<file path="src/rtl/control_pkg.sv">
// Shared constants and types for the multi-cycle control unit: opcodes, ALU codes,
// state and instruction-class enumerations, and the Moore control bundle.
package control_pkg;

    localparam logic [5:0] OP_ALU_R = 6'b100000;
    localparam logic [5:0] OP_ADDI  = 6'b110000;
    localparam logic [5:0] OP_ANDI  = 6'b110010;
    localparam logic [5:0] OP_ORI   = 6'b110011;
    localparam logic [5:0] OP_LW    = 6'b001111;
    localparam logic [5:0] OP_SW    = 6'b011111;
    localparam logic [5:0] OP_BEQ   = 6'b000000;
    localparam logic [5:0] OP_BNE   = 6'b000001;

    localparam logic [3:0] ALU_ADD = 4'b0000;
    localparam logic [3:0] ALU_SUB = 4'b0001;
    localparam logic [3:0] ALU_AND = 4'b0010;
    localparam logic [3:0] ALU_OR  = 4'b0011;

    typedef enum logic [3:0] {
        S_FETCH   = 4'd0,
        S_DECODE  = 4'd1,
        S_EXEC_R  = 4'd2,
        S_EXEC_I  = 4'd3,
        S_MEM_ADR = 4'd4,
        S_MEM_RD  = 4'd5,
        S_MEM_WR  = 4'd6,
        S_WB_ALU  = 4'd7,
        S_WB_MEM  = 4'd8,
        S_BRANCH  = 4'd9
    } state_e;

    typedef enum logic [2:0] {
        CLS_ILLEGAL = 3'd0,
        CLS_ALU_R   = 3'd1,
        CLS_ALU_I   = 3'd2,
        CLS_LW      = 3'd3,
        CLS_SW      = 3'd4,
        CLS_BEQ     = 3'd5,
        CLS_BNE     = 3'd6
    } instr_class_e;

    typedef struct packed {
        logic       ir_lden;
        logic       pc_lden;
        logic       rf_wren;
        logic       rf_wrdata_sel;
        logic       rf_b_sel;
        logic       alu_bin_sel;
        logic       mem_wren;
        logic       instr_done;
        logic       branch;
        logic       branch_ne;
        logic [3:0] alu_func;
    } ctrl_t;

    // Control bundle for a state; branch PC_sel is resolved later from the live zero flag.
    function automatic ctrl_t moore_ctrl(state_e s, instr_class_e c, logic [3:0] f);
        ctrl_t o;
        o = '0;
        if (s != S_FETCH && s != S_DECODE) o.alu_func = f;
        case (s)
            S_FETCH:   o.ir_lden = 1'b1;
            S_EXEC_I,
            S_MEM_ADR: o.alu_bin_sel = 1'b1;
            S_MEM_WR: begin
                o.mem_wren   = 1'b1;
                o.pc_lden    = 1'b1;
                o.rf_b_sel   = 1'b1;
                o.instr_done = 1'b1;
            end
            S_WB_ALU: begin
                o.rf_wren    = 1'b1;
                o.pc_lden    = 1'b1;
                o.instr_done = 1'b1;
            end
            S_WB_MEM: begin
                o.rf_wren       = 1'b1;
                o.rf_wrdata_sel = 1'b1;
                o.pc_lden       = 1'b1;
                o.instr_done    = 1'b1;
            end
            S_BRANCH: begin
                o.rf_b_sel   = 1'b1;
                o.pc_lden    = 1'b1;
                o.instr_done = 1'b1;
                o.branch     = 1'b1;
                o.branch_ne  = (c == CLS_BNE);
            end
            default: ;
        endcase
        return o;
    endfunction

endpackage

</file>
<file path="src/rtl/control_if.sv">
// Control-unit boundary: instruction/flag inputs from the datapath and the control
// bundle back to it, plus the FSM state for observation.
interface control_if;
    import control_pkg::*;

    logic [31:0] Instr;
    logic        ALU_zero;
    logic        IR_LdEn;
    logic        PC_sel;
    logic        PC_LdEn;
    logic        RF_WrEn;
    logic        RF_WrData_sel;
    logic        RF_B_sel;
    logic        ALU_Bin_sel;
    logic [3:0]  ALU_func;
    logic        MEM_WrEn;
    logic        Instr_done;
    state_e      dbg_state;

    modport master (
        input  Instr, ALU_zero,
        output IR_LdEn, PC_sel, PC_LdEn, RF_WrEn, RF_WrData_sel, RF_B_sel,
               ALU_Bin_sel, ALU_func, MEM_WrEn, Instr_done, dbg_state
    );

    modport slave (
        output Instr, ALU_zero,
        input  IR_LdEn, PC_sel, PC_LdEn, RF_WrEn, RF_WrData_sel, RF_B_sel,
               ALU_Bin_sel, ALU_func, MEM_WrEn, Instr_done, dbg_state
    );

endinterface

</file>
<file path="src/rtl/control_decode.sv">
// Combinational opcode -> instruction class and ALU operation map.
module control_decode
    import control_pkg::*;
(
    input  logic [5:0]   opcode_i,
    input  logic [3:0]   func_i,
    output instr_class_e class_o,
    output logic [3:0]   alu_func_o
);

    always_comb begin
        class_o    = CLS_ILLEGAL;
        alu_func_o = ALU_ADD;
        case (opcode_i)
            OP_ALU_R: begin class_o = CLS_ALU_R; alu_func_o = func_i;  end
            OP_ADDI:  begin class_o = CLS_ALU_I; alu_func_o = ALU_ADD; end
            OP_ANDI:  begin class_o = CLS_ALU_I; alu_func_o = ALU_AND; end
            OP_ORI:   begin class_o = CLS_ALU_I; alu_func_o = ALU_OR;  end
            OP_LW:    begin class_o = CLS_LW;    alu_func_o = ALU_ADD; end
            OP_SW:    begin class_o = CLS_SW;    alu_func_o = ALU_ADD; end
            OP_BEQ:   begin class_o = CLS_BEQ;   alu_func_o = ALU_SUB; end
            OP_BNE:   begin class_o = CLS_BNE;   alu_func_o = ALU_SUB; end
            default: ;
        endcase
    end

endmodule

</file>
<file path="src/rtl/control_fsm.sv">
// Multi-cycle control FSM: sequences fetch/decode/execute/memory/write-back and drives
// the datapath control bundle from the state and the opcode captured in DECODE.
module control_fsm
    import control_pkg::*;
(
    input  logic      Clk,
    input  logic      Reset,
    control_if.master ctl
);

    state_e       state_q, state_d;
    logic [5:0]   opcode_q, opcode_d;
    logic [3:0]   func_q, func_d;
    ctrl_t        ctrl_q;
    instr_class_e cls;
    logic [3:0]   alu_func;
    logic         decode_skip;
    logic         unused_instr_bits;

    // DECODE sees the live IR and captures it; every later state uses the captured copy.
    assign opcode_d = (state_q == S_DECODE) ? ctl.Instr[31:26] : opcode_q;
    assign func_d   = (state_q == S_DECODE) ? ctl.Instr[3:0]   : func_q;
    assign unused_instr_bits = ^ctl.Instr[25:4];

    control_decode u_decode (
        .opcode_i   (opcode_d),
        .func_i     (func_d),
        .class_o    (cls),
        .alu_func_o (alu_func)
    );

    always_comb begin
        state_d = S_FETCH;
        case (state_q)
            S_FETCH:  state_d = S_DECODE;
            S_DECODE: begin
                case (cls)
                    CLS_ALU_R:      state_d = S_EXEC_R;
                    CLS_ALU_I:      state_d = S_EXEC_I;
                    CLS_LW, CLS_SW: state_d = S_MEM_ADR;
                    CLS_BEQ,
                    CLS_BNE:        state_d = S_BRANCH;
                    default:        state_d = S_FETCH;
                endcase
            end
            S_EXEC_R, S_EXEC_I: state_d = S_WB_ALU;
            S_MEM_ADR: state_d = (cls == CLS_LW) ? S_MEM_RD : S_MEM_WR;
            S_MEM_RD:  state_d = S_WB_MEM;
            default:   state_d = S_FETCH;
        endcase
    end

    always_ff @(posedge Clk) begin
        if (Reset) begin
            state_q  <= S_FETCH;
            opcode_q <= '0;
            func_q   <= '0;
            ctrl_q   <= moore_ctrl(S_FETCH, CLS_ILLEGAL, 4'b0000);
        end else begin
            state_q  <= state_d;
            opcode_q <= opcode_d;
            func_q   <= func_d;
            ctrl_q   <= moore_ctrl(state_d, cls, alu_func);
        end
    end

    // An illegal opcode is only known once the IR is valid in DECODE, so its skip is decoded live.
    assign decode_skip = (state_q == S_DECODE) && (cls == CLS_ILLEGAL);

    assign ctl.IR_LdEn       = ~Reset & ctrl_q.ir_lden;
    assign ctl.PC_LdEn       = ~Reset & (ctrl_q.pc_lden | decode_skip);
    assign ctl.Instr_done    = ~Reset & (ctrl_q.instr_done | decode_skip);
    assign ctl.PC_sel        = ~Reset & ctrl_q.branch & (ctl.ALU_zero ^ ctrl_q.branch_ne);
    assign ctl.RF_WrEn       = ~Reset & ctrl_q.rf_wren;
    assign ctl.RF_WrData_sel = ~Reset & ctrl_q.rf_wrdata_sel;
    assign ctl.RF_B_sel      = ~Reset & ctrl_q.rf_b_sel;
    assign ctl.ALU_Bin_sel   = ~Reset & ctrl_q.alu_bin_sel;
    assign ctl.MEM_WrEn      = ~Reset & ctrl_q.mem_wren;
    assign ctl.ALU_func      = {4{~Reset}} & ctrl_q.alu_func;
    assign ctl.dbg_state     = state_q;

endmodule
</file>
<file path="src/flat_wrapper.sv">
// flat-port wrapper written by rule: the top's interface ports become plain ports
module control_fsm_flat import control_pkg::*;
  (Clk, Reset, ctl_Instr, ctl_ALU_zero, ctl_IR_LdEn, ctl_PC_sel, ctl_PC_LdEn, ctl_RF_WrEn, ctl_RF_WrData_sel, ctl_RF_B_sel, ctl_ALU_Bin_sel, ctl_ALU_func, ctl_MEM_WrEn, ctl_Instr_done, ctl_dbg_state);
  control_if ctl_i ();
  input  logic Clk;
  input  logic Reset;
  input wire logic [$bits(ctl_i.Instr)-1:0] ctl_Instr;
  input wire logic [$bits(ctl_i.ALU_zero)-1:0] ctl_ALU_zero;
  output wire logic [$bits(ctl_i.IR_LdEn)-1:0] ctl_IR_LdEn;
  output wire logic [$bits(ctl_i.PC_sel)-1:0] ctl_PC_sel;
  output wire logic [$bits(ctl_i.PC_LdEn)-1:0] ctl_PC_LdEn;
  output wire logic [$bits(ctl_i.RF_WrEn)-1:0] ctl_RF_WrEn;
  output wire logic [$bits(ctl_i.RF_WrData_sel)-1:0] ctl_RF_WrData_sel;
  output wire logic [$bits(ctl_i.RF_B_sel)-1:0] ctl_RF_B_sel;
  output wire logic [$bits(ctl_i.ALU_Bin_sel)-1:0] ctl_ALU_Bin_sel;
  output wire logic [$bits(ctl_i.ALU_func)-1:0] ctl_ALU_func;
  output wire logic [$bits(ctl_i.MEM_WrEn)-1:0] ctl_MEM_WrEn;
  output wire logic [$bits(ctl_i.Instr_done)-1:0] ctl_Instr_done;
  output wire logic [$bits(ctl_i.dbg_state)-1:0] ctl_dbg_state;
  assign ctl_i.Instr = ctl_Instr;
  assign ctl_i.ALU_zero = ctl_ALU_zero;
  assign ctl_IR_LdEn = ctl_i.IR_LdEn;
  assign ctl_PC_sel = ctl_i.PC_sel;
  assign ctl_PC_LdEn = ctl_i.PC_LdEn;
  assign ctl_RF_WrEn = ctl_i.RF_WrEn;
  assign ctl_RF_WrData_sel = ctl_i.RF_WrData_sel;
  assign ctl_RF_B_sel = ctl_i.RF_B_sel;
  assign ctl_ALU_Bin_sel = ctl_i.ALU_Bin_sel;
  assign ctl_ALU_func = ctl_i.ALU_func;
  assign ctl_MEM_WrEn = ctl_i.MEM_WrEn;
  assign ctl_Instr_done = ctl_i.Instr_done;
  assign ctl_dbg_state = ctl_i.dbg_state;
  control_fsm u_core (.Clk(Clk), .Reset(Reset), .ctl(ctl_i));
endmodule
</file>
<file path="config.mk">
export PLATFORM = sky130hd
export DESIGN_NAME = control_fsm_flat
export DESIGN_NICKNAME = d
export VERILOG_FILES = /design/src/rtl/control_pkg.sv /design/src/rtl/control_if.sv /design/src/rtl/control_decode.sv /design/src/rtl/control_fsm.sv /design/src/flat_wrapper.sv
export SDC_FILE = /design/constraint.sdc
export NUM_CORES = 1
export LEC_CHECK = 0
export BUFFER_PORTS_ARGS = -buffer_cell sky130_fd_sc_hd__clkbuf_2
export CORE_ASPECT_RATIO = 1.2
export CORE_MARGIN = 5
export CORE_UTILIZATION = 43
export CTS_CLUSTER_DIAMETER = 150
export DETAILED_ROUTE_END_ITERATION = 16
export PLACE_DENSITY = 0.81
export SLEW_MARGIN = 5
export SYNTH_ARGS = -nofsm -noshare
export SYNTH_HDL_FRONTEND = slang
export SYNTH_SLANG_ARGS = --single-unit
export TNS_END_PERCENT = 20
</file>
<file path="constraint.sdc">
create_clock -name Clk -period 5.25 [get_ports Clk]
set_input_delay 1.05 -clock Clk [delete_from_list [all_inputs] [get_ports Clk]]
set_output_delay 1.05 -clock Clk [all_outputs]
set_load 0.02 [all_outputs]
</file>
=== Word level (Yosys, flattened, before mapping) ===
Cells that the tools add are included.

* Equality and inequality tests: 25
* Mux-type cells: 15
* Bitwise gates (word level): 15
* Reductions and logical operators: 18

{| class="wikitable"
|+ Operators with widths
! cell !! count
|-
| $pmux W4 S4 || 2
|-
| $eq A6 B6 Y1 const B || 4
|-
| $eq A4 B3 Y1 const B || 5
|-
| $pmux W4 S5 || 1
|-
| $pmux W3 S6 || 1
|-
| $reduce_or A2 Y1 || 9
|-
| $eq A4 B2 Y1 const B || 3
|-
| $and A1 B1 Y1 || 9
|-
| $eq A3 B3 Y1 const B || 3
|-
| $eq A4 B4 Y1 const B || 2
|-
| $logic_not A4 Y1 || 2
|-
| $mux W1 || 7
|-
| $eq A3 B2 Y1 const B || 2
|-
| $eq A6 B1 Y1 const B || 1
|-
| $eq A6 B4 Y1 const B || 1
|-
| $eq A6 B5 Y1 const B || 1
|-
| $logic_not A6 Y1 || 1
|-
| $mux W6 || 1
|-
| $and A4 B4 Y4 || 1
|-
| $eq A4 B1 Y1 const B || 1
|-
| $mux W2 || 2
|-
| $mux W4 || 1
|-
| $ne A4 B1 Y1 const B || 1
|-
| $reduce_bool A4 Y1 || 1
|-
| 8 further kinds || 11
|}

* Register bits: 27
* Logic and storage cells: 86

=== Logic depth before layout (Yosys ltp) ===
Gate-level depths: netlist of the first run.

* Depth in word-level cells: 13
* Mapped depth: 8

=== Cells and area by module ===
Synthesis of the first run repeated with hierarchy kept, for this count alone.

* Cells, all modules: 148
* Area, all modules: 1433.9 um2

{| class="wikitable"
|+ By module, submodules not included
! module !! instances !! cells an instance !! area each (um2) !! seq. area each (um2)
|-
| control_fsm || 1 || 122 || 1267.5 || 540.5
|-
| control_decode || 1 || 26 || 166.4 || 0.0
|}

=== Worst setup path before layout of the first run ===
Ideal clock, no wire load.

* Path kind: input port to output port
* Start point: input ctl_Instr[31]
* End point: output ctl_PC_LdEn
* Arrival time: 2400 ps
* Slack: 1800 ps
* Cell stages on the path: 8
* Path buffers: 2
* Cells stage by stage: clkbuf_1 nor3_2 nand2_1 nand2_1 a211oi_1 nor2_1 nor2_1 buf_4

* Word-level cells in the longest chain between the ends: 8

{| class="wikitable"
|+ Ends and longest elaborated chain
! item !! RTL line !! text
|-
| from (decl) || flat_wrapper.sv:7 || <nowiki>input wire logic [$bits(ctl_i.Instr)-1:0] ctl_Instr;</nowiki>
|-
| $mux W6 * || control_fsm.sv:21 || <nowiki>assign opcode_d = (state_q == S_DECODE) ? ctl.Instr[31:26] : opcode_q;</nowiki>
|-
| $eq A6 B6 Y1 || control_decode.sv:14 || <nowiki>case (opcode_i)</nowiki>
|-
| $reduce_or A3 Y1 (no line) || -- ||
|-
| $pmux W3 S6 * || control_decode.sv:14 ||
|-
| $logic_not A3 Y1 * || control_fsm.sv:68 || <nowiki>assign decode_skip = (state_q == S_DECODE) && (cls == CLS_ILLEGAL);</nowiki>
|-
| $logic_and A1 B1 Y1 * || control_fsm.sv:68 ||
|-
| $or A1 B1 Y1 * || control_fsm.sv:71 || <nowiki>assign ctl.PC_LdEn = ~Reset & (ctrl_q.pc_lden | decode_skip);</nowiki>
|-
| $and A1 B1 Y1 * || control_fsm.sv:71 ||
|-
| to (decl) || flat_wrapper.sv:11 || <nowiki>output wire logic [$bits(ctl_i.PC_LdEn)-1:0] ctl_PC_LdEn;</nowiki>
|}

Mark *: on every way between the ends. The rest lies on a longest branch, timed or not.

=== Worst setup path in the final report of the first run ===
* Start point: register u_core.state_q[3], in the netlist u_core.ctl.dbg_state[3]
* End point: output ctl_Instr_done

* Word-level cells in the longest chain between the ends: 9

{| class="wikitable"
|+ Ends and longest elaborated chain
! item !! RTL line !! text
|-
| from (decl) || control_fsm.sv:11 || <nowiki>state_e state_q, state_d;</nowiki>
|-
| from (signal assigned) || control_fsm.sv:60 || <nowiki>state_q <= state_d;</nowiki>
|-
| $eq A4 B1 Y1 * || control_fsm.sv:21, control_fsm.sv:68 ||
|-
| $mux W6 || control_fsm.sv:21 ||
|-
| $eq A6 B6 Y1 || control_decode.sv:14 ||
|-
| $reduce_or A3 Y1 (no line) || -- ||
|-
| $pmux W3 S6 || control_decode.sv:14 ||
|-
| $logic_not A3 Y1 || control_fsm.sv:68 ||
|-
| $logic_and A1 B1 Y1 * || control_fsm.sv:68 ||
|-
| $or A1 B1 Y1 * || -- ||
|-
| $and A1 B1 Y1 * || -- ||
|-
| to (decl) || flat_wrapper.sv:18 || <nowiki>output wire logic [$bits(ctl_i.Instr_done)-1:0] ctl_Instr_done;</nowiki>
|}

Marked as above.

==> metrics.yaml, run 1 <==
run_status:
  status: "completed"
yosys:
  avgSynthCellArea_um2: 8.40
  ys_types: 46
  synth.top_cell.area_share: 0.381
  syn_inst: 169
  synth_area_um2: 1420
  synthTopCellsByArea: "dfxtp_1, nand2_1, nor2b_1"
  ys_ff_latch: 27
  syn-num-nets: 204
  synth_top_area_cell: "dfxtp_1"
  yosys_warnings: 0
  synth_seq_area_share: 0.381
pwr:
  seqPwrFrac: 0.511
  switching_power_mw: 0.158
  p_sw_frac: 0.342
  p_int_mw: 0.302
  clkPwrFrac: 0.188
  vdd_drop_max_mv: 0.132
  p_per_area_nw_per_um2: 290
  p_leak_nw: 0.644
  pwr-share-comb: 0.301
timing:
  period_needed_ps: 3770
  setup_ws_ps: 1480
  tightest_slew_ps: 703
  slew_viol_final: 0
  rsz0062_at_grt: "no"
  final-hold-violation-count: 0
  fin_crit_sh: 0.719
  hold_slack_ps: 469
  finalSetupViolCount: 0
  fmax_mhz: 265
  skew_ps: 13.9
  fin_setup_tns_ps: 0
  relSlewSlack: 0.532
floorplanning:
  num_rows: 22
  num_io_pins: 52
  core_um2: 3110
  dieArea_um2: 4550
  die_w_um: 62.4
  chipHeight_um: 72.9
  start_util: 0.456
route:
  first_iter_violations: 95
  wl_per_cell_um: 13.5
  drt-vias-per-instance: 5.55
  ant_nets: 0
  routed_wl_um: 3070
  vias: 1260
  drtPass1Iterations: 4
  drc: 0
setup_path:
  worstSetupPathType: "flip-flop to output pin"
  ff2ff_path_depth: 6
  worstPathArrival_ps: 2720
  worstPathRequired_ps: 4200
  start_kind: "flip-flop"
  crit_path_end_kind: "output pin"
  worst-path-max-fanout: 18
place:
  port_buffers: 29
  placed_cells_incl_taps: 223
  place_ws_ps: 1850
  hpwl_um: 2280
  gp_congestion: 0.852
clock_network:
  htreeDepth: 1
  cts_tree: "yes"
  post_cts_buffers: 0
  ctsRootBufferMaster: "clkbuf_4"
  cts_resized: 0
  clockBufferDepth: 2
  cts_buffers: 3
  clk_pin_slew_ps: 150
  hold_buffers: 0
  numClockSinks: 27
  clkLatencyLatePin_ps: 320
worst_hold_path:
  hold_depth: 2
  hp-class: "flip-flop to flip-flop"
final_layout:
  drive_gt1_frac: 0.241
  diodes: 0
  instances_no_fill: 227
  syn_to_final_growth_pct: 11.8
  final_nets: 227
  final_util: 0.510
global_route:
  grt_overflow: 0
  antenna_found_initial: 0
  track_usage: 0.140
  grt_start_max_net_pins: 31
  grt_pass1_wl_um: 5330
  grt_pass1_vias: 1183
job:
  max-cap-violations: 0
power by group through the flow:
stage / Sequential [mW] / Combinational, mW / Clock [mW]
2_1_floorplan: 0.238 / 0.110 / 0
3_3_place_gp: 0.239 / 0.138 / 0
3_5_place_dp: 0.240 / 0.139 / 0
4_1_cts: 0.235 / 0.139 / 0.0913
5_1_grt: 0.238 / 0.154 / 0.0983
6_report: 0.235 / 0.138 / 0.0864
cell type report:
type	instances	area, um2
fillers	321	1520
multi-input cells	126	806
flip-flops and latches	27	541
repair buffers	30	153
well taps	36	45.0
clock buffers	3	22.5
inverters	4	15.0
clock inverters	1	5.00
path summary, 6_finish.rpt:
kind / startpoint / to / slack (ps)
setup / recovery: u_core.ctl.dbg_state[3]$_SDFF_PP0_ / ctl_Instr_done / 1480
hold / removal: u_core.func_q[1]$_SDFF_PP0_ / u_core.func_q[1]$_SDFF_PP0_ / 470
setup reg to reg: u_core.ctl.dbg_state[3]$_SDFF_PP0_ / u_core.ctrl_q[0]$_SDFF_PP0_ / 2790
hold reg to reg: u_core.func_q[1]$_SDFF_PP0_ / u_core.func_q[1]$_SDFF_PP0_ / 470
synthesized netlist by cell type, drive strengths merged:
cell	count
dfxtp	27
nand2	26
nor2	16
a21oi	12
nor2b	12
clkbuf	8
o21ai	5
a211oi	4
and2	4
buf	4
inv	4
mux2i	4
nand4	4
nor3	4
nor3b	4
nor4b	4
a311oi	3
nand3	3
a31oi	2
nand3b	2
o41ai	2
a21o	1
a22o	1
a32oi	1
and3	1
and4	1
mux2	1
nand2b	1
o2111a	1
o21bai	1
o221a	1
o311a	1
or2	1
or3	1
or4b	1
xnor2	1
flip-flops by register name (all words and copies together), names as in the netlist:
register	count
u_core.func_q	4
u_core.ctl.dbg_state	4
u_core.ctrl_q	13
u_core.opcode_q	6
metrics by stage:
stage	power, mW	instance area, um2
detailed placement	0.379	1560
global route	0.490	1590
floorplan	0.348	1420
finish	0.460	1590
global placement	0.376	1560
CTS	0.466	1590
kinds of logic after synthesis:
family	after synthesis	synth area share
AND/OR/NAND/NOR	85	0.327
flip-flops	27	0.381
buffers and inverters	16	0.0511
AO/OA/AOI/OAI	35	0.187
XOR/XNOR	1	0.00617
multiplexers	5	0.0476
worst max-delay path, cell delays in order, from the launching register on:
cell and delay [ps]:
dfxtp_1 430, or4b_1 900, mux2_4 450, a211oi_1 230, nor2_1 60, nor2_1 130, clkbuf_2 200
layer usage:
layer,vias to the layer above,share of wire,GRT usage
li1,643,-,-
met1,573,0.44,0.180
met2,40,0.48,0.242
met3,4,0.063,0.0308
met5,-,0,0
met4,0,0.0078,0.0283
placed cells by master, fill, tap and decap left out, drive strengths merged, types with 5 or more instances in the layout:
cell type / count
nor2b: 12
a21oi: 12
nor2: 16
dfxtp: 27
nand2: 26
clkbuf: 32
o21ai: 5
Power figures use the tool's default switching activity.
==> run 2, diff against run 1 <==
--- a/config.mk
+++ b/config.mk
@@ -11,7 +11,7 @@
 export CORE_UTILIZATION = 43
 export CTS_CLUSTER_DIAMETER = 150
 export DETAILED_ROUTE_END_ITERATION = 16
-export PLACE_DENSITY = 0.81
+export PLACE_DENSITY = 0.84
 export SLEW_MARGIN = 5
 export SYNTH_ARGS = -nofsm -noshare
 export SYNTH_HDL_FRONTEND = slang
==> constraint.sdc (replaced) <==
create_clock -name Clk -period 3.15 [get_ports Clk]
set_input_delay 0.63 -clock Clk [delete_from_list [all_inputs] [get_ports Clk]]
set_output_delay 0.63 -clock Clk [all_outputs]
set_load 0.02 [all_outputs]
==> metrics.yaml, run 2 (synthesized netlist as in run 1, its figures left out) <==
global_route:
  grt_start_max_net_pins: 31
  met2_usage: 0.229
  grt_overflow: 0
  track_usage: 0.133
  grt_pass1_vias: 1130
  grt_pass1_wl_um: 5020
  grt-busiest-layer: "met2"
  grt_use_met1: 0.158
  globalRouteMet3Util: 0.0370
  antenna_found_initial: 0
final_layout:
  instances_no_fill: 228
  reg_top3: "u_core.ctrl_q: 13 flops, u_core.opcode_q: 6 flops"
  drive_gt1_frac: 0.245
  final_util: 0.512
  largest_reg_flops: 13
  seq_area_um2: 541
  multi_input_area_um2: 806
  layout_commonest_cell: "clkbuf_2"
  n_fill_cell: 313
  diodes: 0
  layout_common_cells: "clkbuf_2, dfxtp_1, nand2_1"
  syn_to_final_growth_pct: 12.3
  top_register: "u_core.ctrl_q"
  final_nets: 228
route:
  drc: 0
  routed_wl_um: 2960
  drtPass1Iterations: 4
  first_iter_violations: 73
  wl_per_cell_um: 13.0
  ant_nets: 0
  drt-vias-per-instance: 5.57
  vias: 1269
timing:
  final-hold-violation-count: 0
  fin_crit_sh: 0.936
  finalSetupViolCount: 0
  relSlewSlack: 0.620
  setup_ws_ps: 201
  period_needed_ps: 2950
  fmax_mhz: 339
  slew_viol_final: 0
  skew_ps: 5.78
  tightest_slew_ps: 570
  fin_setup_tns_ps: 0
  rsz0062_at_grt: "no"
clock_network:
  hold_buffers: 0
  cts_tree: "yes"
  clk_pin_slew_ps: 130
  numClockSinks: 27
  htreeDepth: 1
  cts_buffers: 3
  post_cts_buffers: 0
  clockBufferDepth: 2
  cts_resized: 0
  clkLatencyLatePin_ps: 320
  ctsRootBufferMaster: "clkbuf_4"
pwr:
  p_leak_nw: 0.649
  p_per_area_nw_per_um2: 480
  p_total_mw: 0.766
  vdd_drop_max_mv: 0.206
run_status:
  status: "completed"
setup_path:
  ff2ff_path_depth: 7
  cp-startpoint: "u_core.ctl.dbg_state[3]$_SDFF_PP0_"
  r2r-end: "u_core.ctrl_q[1]$_SDFF_PP0_"
  worstPathArrival_ps: 2320
  start_kind: "flip-flop"
  worstSetupPathType: "flip-flop to output pin"
  worst-path-max-fanout: 8
  r2r-start: "u_core.ctl.dbg_state[3]$_SDFF_PP0_"
  r2r_setup_slack_ps: 900
  crit_path_end_kind: "output pin"
  worstPathRequired_ps: 2520
  crit_path_end: "ctl_PC_LdEn"
floorplanning:
  num_rows: 22
  start_util: 0.456
  dieArea_um2: 4550
  core_um2: 3110
  die_w_um: 62.4
  chipHeight_um: 72.9
  num_io_pins: 52
place:
  place_ws_ps: 539
  placed_cells_incl_taps: 224
  port_buffers: 29
  gp_congestion: 0.886
  hpwl_um: 2210
job:
  max-cap-violations: 0
worst_hold_path:
  hp-class: "flip-flop to flip-flop"
  min_from: "u_core.func_q[0]$_SDFF_PP0_"
run 2: cell type report:
class | count | share of cell area
clock buffers | 3 | 0.0141
clock inverters | 1 | 0.00314
inverters | 4 | 0.00942
multi-input cells | 126 | 0.505
flip-flops and latches | 27 | 0.339
well taps | 36 | 0.0283
repair buffers | 31 | 0.100
run 2: worst min path at each step:
stage,to,slack (ps),cells past startpoint
after global routing,u_core.func_q[1]$_SDFF_PP0_,490,2
after floorplan,u_core.func_q[0]$_SDFF_PP0_,430,2
final,u_core.func_q[0]$_SDFF_PP0_,460,2
after CTS,u_core.func_q[0]$_SDFF_PP0_,460,2
after global placement,u_core.func_q[0]$_SDFF_PP0_,440,2
after detailed placement,u_core.func_q[1]$_SDFF_PP0_,440,2
run 2: per-stage QoR:
stage                     area (um2)  hold WS (ps)
after detailed placement        1570           444
after global placement          1570           440
after global routing            1590           487
final                           1590           462
after CTS                       1590           463
after floorplan                 1420           432
run 2: metal layers:
layer  share of wire  wire length, um
met1            0.42             1250
met2            0.49             1460
met3           0.068              201
met4           0.014               42
met5               0                0
run 2: critical path, cell delays in order (launching register included):
cell and delay, ps:
dfxtp_1 410, or4b_1 600, mux2_4 350, a211oi_1 240, nor2_1 70, nor2_1 140
clkbuf_2 200
run 2: power breakdown:
part           internal, mW  switching (mW)
Clock                0.0475          0.0942
Combinational        0.0931           0.139
Sequential            0.366          0.0252
==> run 3, diff against run 2 <==
--- a/config.mk
+++ b/config.mk
@@ -6,13 +6,16 @@
 export NUM_CORES = 1
 export LEC_CHECK = 0
 export BUFFER_PORTS_ARGS = -buffer_cell sky130_fd_sc_hd__clkbuf_2
+export CELL_PAD_IN_SITES_DETAIL_PLACEMENT = 1
+export CELL_PAD_IN_SITES_GLOBAL_PLACEMENT = 1
 export CORE_ASPECT_RATIO = 1.2
 export CORE_MARGIN = 5
-export CORE_UTILIZATION = 43
+export CORE_UTILIZATION = 31
 export CTS_CLUSTER_DIAMETER = 150
 export DETAILED_ROUTE_END_ITERATION = 16
+export MAX_ROUTING_LAYER = met4
 export PLACE_DENSITY = 0.84
-export SLEW_MARGIN = 5
+export SLEW_MARGIN = 10
 export SYNTH_ARGS = -nofsm -noshare
 export SYNTH_HDL_FRONTEND = slang
 export SYNTH_SLANG_ARGS = --single-unit
==> metrics.yaml, run 3 (synthesized netlist as in run 1, its figures left out) <==
run_status:
  status: "completed"
place:
  gp_congestion: 0.805
  hpwl_um: 2710
  placed_cells_incl_taps: 246
  port_buffers: 29
  placedInstanceArea_um2: 1590
  place_ws_ps: 565
setup_path:
  worstSetupPathType: "flip-flop to output pin"
  r2r_setup_slack_ps: 910
  slowest_stage: "or4b_1"
  worstPathArrival_ps: 2250
  crit_path_end: "ctl_PC_LdEn"
  crit_path_end_kind: "output pin"
  ff2ff_path_depth: 7
  cp_common_cell: "nor2_1"
  r2r-end: "u_core.ctrl_q[1]$_SDFF_PP0_"
  crit_buf_inv: 1
  critical-path-top-delay-family: "simple AND/OR/NAND/NOR gates"
  worstPathRequired_ps: 2520
  cp-startpoint: "u_core.ctl.dbg_state[2]$_SDFF_PP0_"
  worst-path-max-fanout: 9
  start_kind: "flip-flop"
  critPathMaxStageDelay_ps: 600
  crit_chain: "or4b_1 -> mux2_4 -> a211oi_1 -> nor2_1 -> nor2_1 -> clkbuf_2"
  worstSetupPathDepth: 6
  r2r-start: "u_core.ctl.dbg_state[2]$_SDFF_PP0_"
timing:
  slew_viol_final: 0
  hold_slack_ps: 463
  period_needed_ps: 2880
  relSlewSlack: 0.619
  setup_ws_ps: 268
  skew_ps: 3.13
  fin_setup_tns_ps: 0
  rsz0062_at_grt: "no"
  fmax_mhz: 347
  fin_crit_sh: 0.915
  final-hold-violation-count: 0
  finalSetupViolCount: 0
  tightest_slew_ps: 571
route:
  drt-vias-per-instance: 5.24
  first_iter_violations: 57
  routed_wl_um: 3590
  drc: 0
  drtPass1Iterations: 4
  wl_per_cell_um: 14.3
  vias: 1310
  ant_nets: 0
clock_network:
  cts_tree: "yes"
  numClockSinks: 27
  clkLatencyLatePin_ps: 270
  cts_resized: 0
  clk_pin_slew_ps: 100
  hold_buffers: 0
  clockBufferDepth: 2
  ctsRootBufferMaster: "clkbuf_8"
  post_cts_buffers: 0
  htreeDepth: 1
  cts_buffers: 3
final_layout:
  layout_commonest_cell: "clkbuf_2"
  final_util: 0.363
  drive_gt1_frac: 0.245
  syn_to_final_growth_pct: 15.8
  top_register: "u_core.ctrl_q"
  layout_common_cells: "clkbuf_2, dfxtp_1, nand2_1"
  largest_reg_flops: 13
  diodes: 0
  reg_top3: "u_core.ctrl_q: 13 flops, u_core.opcode_q: 6 flops"
  final_nets: 228
  stdcell_area_um2: 1640
  instances_no_fill: 250
global_route:
  grt_pass1_wl_um: 6290
  grt_pass1_vias: 1342
  antenna_found_initial: 0
  grt_overflow: 0
  grt_start_max_net_pins: 31
  track_usage: 0.129
pwr:
  seqPwrFrac: 0.470
  clkPwrFrac: 0.242
  vdd_drop_max_mv: 0.257
  p_int_mw: 0.549
  p_sw_frac: 0.341
  p_per_area_nw_per_um2: 508
  pwr-share-comb: 0.287
  p_total_mw: 0.834
  switching_power_mw: 0.285
  p_leak_nw: 0.653
job:
  max-cap-violations: 0
floorplanning:
  die_w_um: 71.8
  core_um2: 4530
  start_util: 0.313
  chipHeight_um: 84.1
  dieArea_um2: 6040
  num_rows: 27
  num_io_pins: 52
worst_hold_path:
  min_from: "u_core.func_q[0]$_SDFF_PP0_"
  hp-class: "flip-flop to flip-flop"
## run 3: final cells by class
| type | instances | area, um2 |
|---|---|---|
| clock buffers | 3 | 41.3 |
| inverters | 4 | 15.0 |
| well taps | 58 | 72.6 |
| multi-input cells | 126 | 806 |
| flip-flops and latches | 27 | 541 |
| repair buffers | 31 | 160 |
| fillers | 566 | 2880 |
| clock inverters | 1 | 7.51 |
## run 3: worst min path at each step
stage / to / cells after the start
after floorplan: u_core.func_q[0]$_SDFF_PP0_ / 2
after global placement: u_core.func_q[0]$_SDFF_PP0_ / 2
after detailed placement: u_core.func_q[1]$_SDFF_PP0_ / 2
after CTS: u_core.func_q[1]$_SDFF_PP0_ / 2
after global routing: u_core.func_q[0]$_SDFF_PP0_ / 2
final: u_core.func_q[0]$_SDFF_PP0_ / 2
## run 3: worst register-to-register path: cells and delay by family, from the launching register on
| kind | cells | cell delay, ps |
|---|---|---|
| AO/OA/AOI/OAI | 1 | 100 |
| buffers and inverters | 1 | 240 |
| flip-flops | 1 | 420 |
| multiplexers | 1 | 250 |
| AND/OR/NAND/NOR | 4 | 1160 |
## run 3: power by group through the flow
stage / clock, mW / sequential [mW] / combinational [mW]
finish: 0.202 / 0.392 / 0.240
global route: 0.222 / 0.396 / 0.267
CTS: 0.210 / 0.392 / 0.243
detailed placement: 0 / 0.400 / 0.242
global placement: 0 / 0.399 / 0.237
floorplan: 0 / 0.396 / 0.184
## run 3: per-layer routing
layer | global-route usage | up-vias | wire, um
met2 | 0.244 | 21 | 1940
li1 | - | 641 | -
met1 | 0.139 | 644 | 1500
met4 | 0.0239 | 0 | 27
met3 | 0.0229 | 4 | 120
met5 | - | - | 0
